--- src/rtl/boxcar_avg.sv ---
// Power-of-two moving-average filter: running sum over a circular sample buffer.
// One clock from accepted sample to out_valid/dout; no backpressure, every in_valid sample is taken.
module boxcar_avg #(
   parameter int DATA_W   = 16,
   parameter int MAX_LOG2 = 4,
   parameter int SIGNED   = 0,
   parameter int ROUND    = 0
) (
   input  logic              clk,
   input  logic              aclr,
   input  logic              sclr,
   input  logic [2:0]        len_sel,
   input  logic              in_valid,
   input  logic [DATA_W-1:0] din,
   output logic              out_valid,
   output logic [DATA_W-1:0] dout,
   output logic              filling
);

   localparam int DEPTH = 1 << MAX_LOG2;
   localparam int ACC_W = DATA_W + MAX_LOG2;
   localparam int PW    = MAX_LOG2;

   typedef enum logic {FILL, RUN} state_t;

   state_t            state_q, state_d;
   logic [PW-1:0]     wp_q, wp_d;
   logic [PW-1:0]     fill_cnt_q, fill_cnt_d;
   logic [2:0]        len_q, len_d;
   logic [ACC_W-1:0]  acc_q, acc_d;
   logic [DATA_W-1:0] dout_q, dout_d;
   logic              out_valid_q, out_valid_d;

   logic [DATA_W-1:0] mem_q [DEPTH];
   logic              mem_we;

   logic [2:0]        k_eff;
   logic [PW-1:0]     n_minus1;
   logic [PW-1:0]     rd_ptr;
   logic [DATA_W-1:0] old_smp;
   logic [ACC_W-1:0]  din_ext, old_ext, acc_next;

   function automatic logic [DATA_W-1:0] avg(input logic [ACC_W-1:0] s, input logic [2:0] k);
      logic [ACC_W-1:0] r;
      logic [ACC_W-1:0] sh;
      r = s;
      if (ROUND != 0 && k != 3'd0)
         r = s + (ACC_W'(1) << (k - 3'd1));
      if (SIGNED != 0)
         sh = $unsigned($signed(r) >>> k);
      else
         sh = r >> k;
      return sh[DATA_W-1:0];
   endfunction

   assign k_eff    = (len_sel > 3'(MAX_LOG2)) ? 3'(MAX_LOG2) : len_sel;
   assign n_minus1 = PW'((32'd1 << len_q) - 32'd1);
   // At the maximum window the subtraction wraps to wp itself: read before overwrite.
   assign rd_ptr   = wp_q - PW'(32'd1 << len_q);
   assign old_smp  = mem_q[rd_ptr];
   assign din_ext  = {{MAX_LOG2{(SIGNED != 0) && din[DATA_W-1]}}, din};
   assign old_ext  = {{MAX_LOG2{(SIGNED != 0) && old_smp[DATA_W-1]}}, old_smp};
   assign acc_next = acc_q + din_ext - ((state_q == RUN) ? old_ext : '0);

   always_comb begin
      state_d     = state_q;
      wp_d        = wp_q;
      fill_cnt_d  = fill_cnt_q;
      len_d       = len_q;
      acc_d       = acc_q;
      dout_d      = dout_q;
      out_valid_d = 1'b0;
      mem_we      = 1'b0;
      if (sclr || k_eff != len_q) begin
         acc_d      = '0;
         fill_cnt_d = '0;
         len_d      = k_eff;
         state_d    = FILL;
      end else if (in_valid) begin
         mem_we = 1'b1;
         wp_d   = wp_q + PW'(1);
         acc_d  = acc_next;
         if (state_q == RUN || fill_cnt_q == n_minus1) begin
            state_d     = RUN;
            out_valid_d = 1'b1;
            dout_d      = avg(acc_next, len_q);
         end else begin
            fill_cnt_d = fill_cnt_q + PW'(1);
         end
      end
   end

   always_ff @(posedge clk or posedge aclr) begin
      if (aclr) begin
         state_q     <= FILL;
         wp_q        <= '0;
         fill_cnt_q  <= '0;
         len_q       <= '0;
         acc_q       <= '0;
         dout_q      <= '0;
         out_valid_q <= 1'b0;
      end else begin
         state_q     <= state_d;
         wp_q        <= wp_d;
         fill_cnt_q  <= fill_cnt_d;
         len_q       <= len_d;
         acc_q       <= acc_d;
         dout_q      <= dout_d;
         out_valid_q <= out_valid_d;
      end
   end

   always_ff @(posedge clk) begin
      if (mem_we)
         mem_q[wp_q] <= din;
   end

   assign out_valid = out_valid_q;
   assign dout      = dout_q;
   assign filling   = (state_q == FILL);

endmodule

--- config.mk ---
export PLATFORM = sky130hd
export DESIGN_NAME = boxcar_avg
export DESIGN_NICKNAME = d
export VERILOG_FILES = /design/src/rtl/boxcar_avg.sv
export SDC_FILE = /design/constraint.sdc
export NUM_CORES = 1
export LEC_CHECK = 0
export BUFFER_PORTS_ARGS = -buffer_cell sky130_fd_sc_hd__clkbuf_2
export CAP_MARGIN = 10
export CORE_ASPECT_RATIO = 0.7
export CORE_MARGIN = 5
export CORE_UTILIZATION = 45
export CTS_BUF_LIST = sky130_fd_sc_hd__clkbuf_8
export CTS_CLUSTER_SIZE = 28
export DETAILED_ROUTE_END_ITERATION = 7
export GPL_ROUTABILITY_DRIVEN = 0
export HOLD_SLACK_MARGIN = 0.15
export PLACE_DENSITY = 0.64
export SLEW_MARGIN = 20
export SYNTH_ARGS = -nofsm -noshare
export SYNTH_HDL_FRONTEND = slang
export SYNTH_SLANG_ARGS = --single-unit
export TNS_END_PERCENT = 20
--- constraint.sdc ---
create_clock -name clk -period 8.37 [get_ports clk]
set_input_delay 0.837 -clock clk [delete_from_list [all_inputs] [get_ports clk]]
set_output_delay 0.837 -clock clk [all_outputs]
set_load 0.05 [all_outputs]
=== Word-level counts from Yosys, hierarchy flattened ===
Memory sizes are Yosys's and may differ from the RTL's.
Index checks and enable logic that the tools add are counted.
W data, S select, Z words.

* Register bits: 49
* Memory bits (writable): 256
* Output and inout port bits: 18
* Memories kept: 1

* $add $sub $neg: 6
* Order comparisons: 1
* Equal/unequal tests: 3
* Shift operators: 2
* Muxes and demuxes: 17
* Bitwise logic cells: 2
* Reduce and logical (&&, ||, !) cells: 8

{| class="wikitable"
|+ Memory list
! name !! words !! bits a word !! rd ports !! clocked after memory_dff !! write ports !! RTL line !! RTL
|-
| mem_q || 16 || 16 || 1 || 0 || 1 || 34 || <nowiki>logic [DATA_W-1:0] mem_q [DEPTH];</nowiki>
|}

{| class="wikitable"
|+ Operator list
! kind !! count
|-
| $mux W20 || 2
|-
| $add A20 B16 Y20 || 1
|-
| $shr A20 B3 Y16 || 1
|-
| $sub A20 B16 Y20 || 1
|-
| $mux W16 || 1
|-
| $mux W4 || 3
|-
| $mux W1 || 10
|-
| $add A4 B1 Y4 const B || 2
|-
| $reduce_and A2 Y1 || 3
|-
| $eq A4 B4 Y1 || 1
|-
| $reduce_bool A2 Y1 || 2
|-
| $shl A1 B3 Y4 const A || 1
|-
| $sub A4 B1 Y4 const B || 1
|-
| $sub A4 B4 Y4 || 1
|-
| $gt A3 B3 Y1 const B || 1
|-
| $mux W3 || 1
|-
| $ne A3 B3 Y1 || 1
|-
| $reduce_and A3 Y1 || 1
|-
| $logic_or A1 B1 Y1 || 2
|-
| $ne A2 B2 Y1 const B || 1
|-
| $not A1 Y1 || 2
|}

=== Logic depth before layout (Yosys ltp) ===
* Depth in word-level cells: 7
* Depth in mapped cells: 23
* Mapped depth without buffers: 21

=== Worst setup path after synthesis ===
No wires, ideal clock.

* Path type: reg2reg
* Start point: reg len_q[0]
* End point: reg dout_q[8] (netlist: dout[8])
* Arrival: 6.184 ns
* Setup slack: 2.064 ns
* Stages on the path, launching flop included: 23
* Path buffers: 6
* Clock period less this slack: 6.306 ns
* Cells stage by stage: dfrtp_1 > buf_6 > clkbuf_1 > clkbuf_1 > nand3_1 > fa_1 > xor2_1 > clkbuf_1 > buf_1 > buf_2 > mux2i_1 > nand2_1 > nand3_1 > fa_1 > ha_1 > and2_4 > a221oi_4 > a211oi_2 > or3_1 > and2_4 > mux4_2 > or3_1 > o221a_2

* Longest elaborated chain between the ends: 6
* Elaborated cells between the ends (all ways): 13
* Classes of those cells: add/sub (3); eq/ne (2); shift (2); mux (1); bitwise (1); reduce/logical (3); memory (1)

{| class="wikitable"
|+ RTL lines
! what !! RTL line !! RTL
|-
| start: declaration || 29 || <nowiki>logic [2:0] len_q, len_d;</nowiki>
|-
| start signal: assignment || 106 || <nowiki>len_q <= len_d;</nowiki>
|-
| $shl A1 B3 Y4 || 57, 59 ||
|-
| $sub A4 B4 Y4 || 59 || <nowiki>assign rd_ptr = wp_q - PW'(32'd1 << len_q);</nowiki>
|-
| $mem_v2 Z16 W16 || -- ||
|-
| $mux W16 || 63 || <nowiki>assign acc_next = acc_q + din_ext - ((state_q == RUN) ? old_ext : '0);</nowiki>
|-
| $sub A20 B16 Y20 || 63 ||
|-
| $shr A20 B3 Y16 || 52 || <nowiki>sh = r >> k;</nowiki>
|-
| end signal: assignment || 108 || <nowiki>dout_q <= dout_d;</nowiki>
|-
| end: declaration || 31 || <nowiki>logic [DATA_W-1:0] dout_q, dout_d;</nowiki>
|}

Several ways; a longest one is shown, not always the timed one.
A chain may end at the register's enable or synchronous reset.

=== Worst setup path in the final report ===
* Start point: reg len_q[1]
* End point: reg dout_q[8] (netlist: dout[8])

Same word-level chain as after synthesis.

==> results.md <==
Cells and area:
- The area of all sequential standard cells is just under 0.009 mm2.
- The net count of the finished layout is about 1100.
- The post-route netlist has 22.4% of its cells at a drive strength greater than 1.
- The final instance count without filler cells is roughly 1500.
- The filler cell count in the final layout is approximately 2600.
- The area added between synthesis and finish is 11.5%.
- The area of the multi-input gates is a little over 0.005 mm2.
- The antenna diode count is 0.

CTS:
- The worst-case clock buffer depth is 3.
- The number of buffers inserted by hold repair at cts is 0.
- The source-to-sink clock delay at the later pin of the worst-skew pair is roughly 580 ps.
- Once the clock tree was built, the resizer swapped 0 gates to a different size.
- CTS placed an instance of sky130_fd_sc_hd__clkbuf_8 at the clock tree root.
- Counting the buffers created by CTS gives 46.
- TritonCTS built the clock tree.
- The maximum level of the CTS H-tree is 2.
- The post-CTS setup buffer count is 0.
- The number of sinks handled by clock tree synthesis is between 300 and 400.
- The clock edge transition at the registers on the reported setup and hold paths is about 70 ps.

Die:
- The area of the core is around 0.031 mm2.
- The die is about 220 um wide.
- The floorplan step defined a die boundary enclosing around 0.036 mm2.
- Measured along the y axis, the die boundary spans 160 um.
- 41 I/O pins were placed.
- The number of core rows is 54.
- The initial standard-cell utilization of the core is 45.9%.

Power and ir drop:
- VDD sags by at most approximately 160 uV.
- The net load switching power is ~1.6 mW.
- The clock network fraction of design power is approximately a quarter.
- Of the total power, registers draw about two fifths.
- The leakage power is 5.73 nW.
- The relative contribution of combinational cells to total power is a little over a third.
- The internal cell power is approximately 3 mW.
- Power spread over the standard cell area amounts to between 200 and 300 mW/mm2.
- The net switching fraction of the power is between 30% and 40%.

Drt:
- The number of nets with antenna violations after detailed routing is 0.
- The routed layout has roughly 8400 vias.
- The average wire per standard cell is around 22 um.
- The detailed-routing iteration count for the pre-antenna-repair pass is 5.
- Wires add up to roughly 32000 um.
- In the routed layout, each cell is associated on average with a via count of around 5.7.
- In this run, the number of DRC markers left after iteration 0 of detailed routing was 832.
- The final routed DRC violation total is 0.

Yosys:
- The per-instance average area after synthesis is about 15 um2.
- The post-synthesis register bit count is just over 300.
- After synthesis, the cell types taking the most area are sky130_fd_sc_hd__edfxtp_1 (53%), sky130_fd_sc_hd__mux4_2 (11%), sky130_fd_sc_hd__dfrtp_1 (8.5%).
- By instance count, the leading cell after synthesis is sky130_fd_sc_hd__edfxtp_1.
- The primary flip-flop cell chosen by synthesis mapping is sky130_fd_sc_hd__edfxtp_1.
- The portion of synthesized cell area occupied by the leading cell type is 53.5%.
- Synthesis produced 964 cells.
- In the synthesized netlist the async set-or-reset flop fraction comes to between 10% and 20%.
- The commonest cells after synthesis are sky130_fd_sc_hd__edfxtp_1 (256), sky130_fd_sc_hd__inv_1 (74), sky130_fd_sc_hd__mux4_2 (71), sky130_fd_sc_hd__nor2_1 (64), sky130_fd_sc_hd__nand2_1 (52).
- Of all cell types, the one taking the most synthesized area is sky130_fd_sc_hd__edfxtp_1.
- Yosys mapped a number of flops with a built-in enable equal to roughly 260.
- Synthesis produced a netlist with a net count of 1031.
- The number of different library cells used by synthesis comes to ~70.
- The number of synthesis warnings is 0.
- The mapped netlist covers between 0.01 and 0.015 mm2.
- The share of synthesized area occupied by flip-flops and latches is between 60% and 70%.

Timing:
- The count of pins over their slew limit is 0.
- The slew of the pin with the lowest slew margin is between 1000 and 1500 ps.
- The post-route worst setup slack is around 1200 ps.
- Timing would allow up to 140 MHz.
- The clock tree skew after final layout is 22.8 ps.
- The worst slew margin relative to its limit is 25.3%.
- The routed design could run at a clock period as short as ~7200 ps.
- The number of failing hold endpoints at the final stage is 0.
- Setup total negative slack on the finished layout was measured at 0 ps.
- Dividing the final minimum period by the clock period gives a little under nine tenths.
- Setup repair after global routing left no endpoint under its margin.
- Setup violations remaining at the end of the flow were counted as 0.

Setup path:
- For this run, the slowest stage of the critical path takes between 800 and 900 ps.
- The cell with the biggest individual delay on the critical path is sky130_fd_sc_hd__o311ai_1.
- The worst setup path is captured at a flip-flop.
- The register-to-register setup slack is 1210 ps.
- The data arrival time at the worst-slack endpoint is approximately 7600 ps.
- STA classifies the critical path startpoint as a flip-flop.
- Along the worst path, the maximum fanout reaches 27.
- The critical path in this run is classified as reg2reg.
- In this run the critical register-to-register path is captured at dout[8].
- The critical path starts at len_q[1].
- Measured in cells, the most critical reg-to-reg path has a length of 21.
- The startpoint identified for the worst register-to-register timing path is len_q[1].
- Traced cell by cell, the critical path runs through buf_4 > or2_2 > nor2_2 > nand2_1 > fa_2 > xor2_4 > buf_4 > mux4_2 > nor2b_1 > a211oi_1 > a211oi_1 > fa_1 > inv_1 > ha_1 > a21oi_1 > nor2b_1 > nand2_1 > o311ai_1 > o32ai_1 > or2_2 > o221a_2.
- For the worst setup path, the data required time is 8830 ps.

Placed design:
- The post-placement cell count is about 1400.
- Buffers placed on the I/O ports in this run total 40.
- Detailed placement finished with a half-perimeter wire length of around 20000 um.
- OpenSTA, run right after detailed placement, puts the worst setup slack at about 1300 ps.

GRT:
- Global routing used 18.2% of the available tracks across all layers.
- After global routing the overflow that remains totals 0.
- The maximum number of pins on one net before global-route repair is 65.
- The first global-routing pass estimated 50900 um of wire.
- The number of global-route vias before repair is 8480.
- The number of antenna violations at the first check in global routing is 0.

Flow run:
- The max-capacitance violation count is 0.

Outcome:
- The run finished with clean final reports.

Hold path:
- The min-delay analysis places its worst path in the category in2async.
==> flip-flops by register name, indices dropped and copies added (netlist names) <==
signal and cells:
dout 16, wp_q 4, fill_cnt_q 4, mem_q 256
len_q 3, state_q 1, acc_q 20, out_valid 1
==> worst max-delay path: cells and delay by family (launching register included) <==
kind,cells,cell delay (ps)
compound gates,6,1950
xor+xnor,1,590
simple gates,7,1530
buf+inv,3,810
mux,1,370
flops,1,410
fa+ha+maj,3,1340
==> cell type report <==
type | count | share of cell area, %
Multi-Input combinational cell | 534 | 31.6
Clock buffer | 49 | 4.21
Timing Repair Buffer | 60 | 2.34
Clock inverter | 37 | 1.21
Inverter | 75 | 1.76
Tap cell | 420 | 3.28
Sequential cell | 305 | 55.6
==> cells in the final DEF (no fill, tap or decap), drive strengths merged, types with 5 or more instances in the layout <==
master,Yosys,routed
a211oi,41,41
nand2b,5,5
ha,27,27
clkbuf,38,89
a21oi,29,29
o31ai,5,5
a31oi,7,7
nor2b,21,21
clkinv,0,23
o21ai,12,12
xor2,10,10
o211ai,12,12
xnor2,15,15
nor2,65,65
nor3,15,15
and2,5,5
buf,12,20
mux2i,34,34
nand4,5,5
mux4,71,71
a21o,7,7
or2,7,7
dfrtp,49,49
inv,75,88
fa,17,17
edfxtp,256,256
nand3,12,12
nand2,52,52
or3,5,5
==> through the flow <==
step	power [mW]	cell area (um2)	utilization, %	hold WS [ps]
CTS	4.65	16000	51.1	389
detailed placement	3.48	15200	48.3	474
floorplan	3.05	14400	-	480
finish	4.61	16000	51.1	422
global placement	3.46	15100	48.3	468
global route	4.85	16000	51.1	407
==> cell families (layout without fill, tap and decap cells) <==
logic type      after synthesis  in the layout  synth area share [%]
mux                         109            109                  13.8
fa+ha+maj                    45             45                  4.79
flops                       305            305                  62.0
compound gates              148            148                  7.38
simple gates                207            207                  6.93
xor+xnor                     25             25                  1.58
buf+inv                     125            221                  3.52
==> worst max-delay path by stage <==
stage	endpoint	slack, ps	depth (start not counted)
finish	dout[8]	1210	21
global route	dout[8]	810	21
floorplan	dout[8]	2060	22
CTS	dout[8]	1290	21
global placement	dout[8]	1380	21
detailed placement	dout[8]	1320	21
==> per-layer routing <==
metal / track usage, % / wire length (um)
met1: 29.5 / 15400
met2: 26.0 / 14300
met3: 3.32 / 2260
met4: 3.56 / 385
met5: 0 / 0
==> power by group through the flow <==
stage	clock [mW]	combinational, mW	sequential [mW]
after floorplan	0	1.18	1.87
after detailed placement	0	1.69	1.79
after global routing	1.27	1.82	1.76
final	1.16	1.69	1.76
after CTS	1.19	1.70	1.76
after global placement	0	1.68	1.78
No activity file was read; power rests on OpenSTA's default activity.
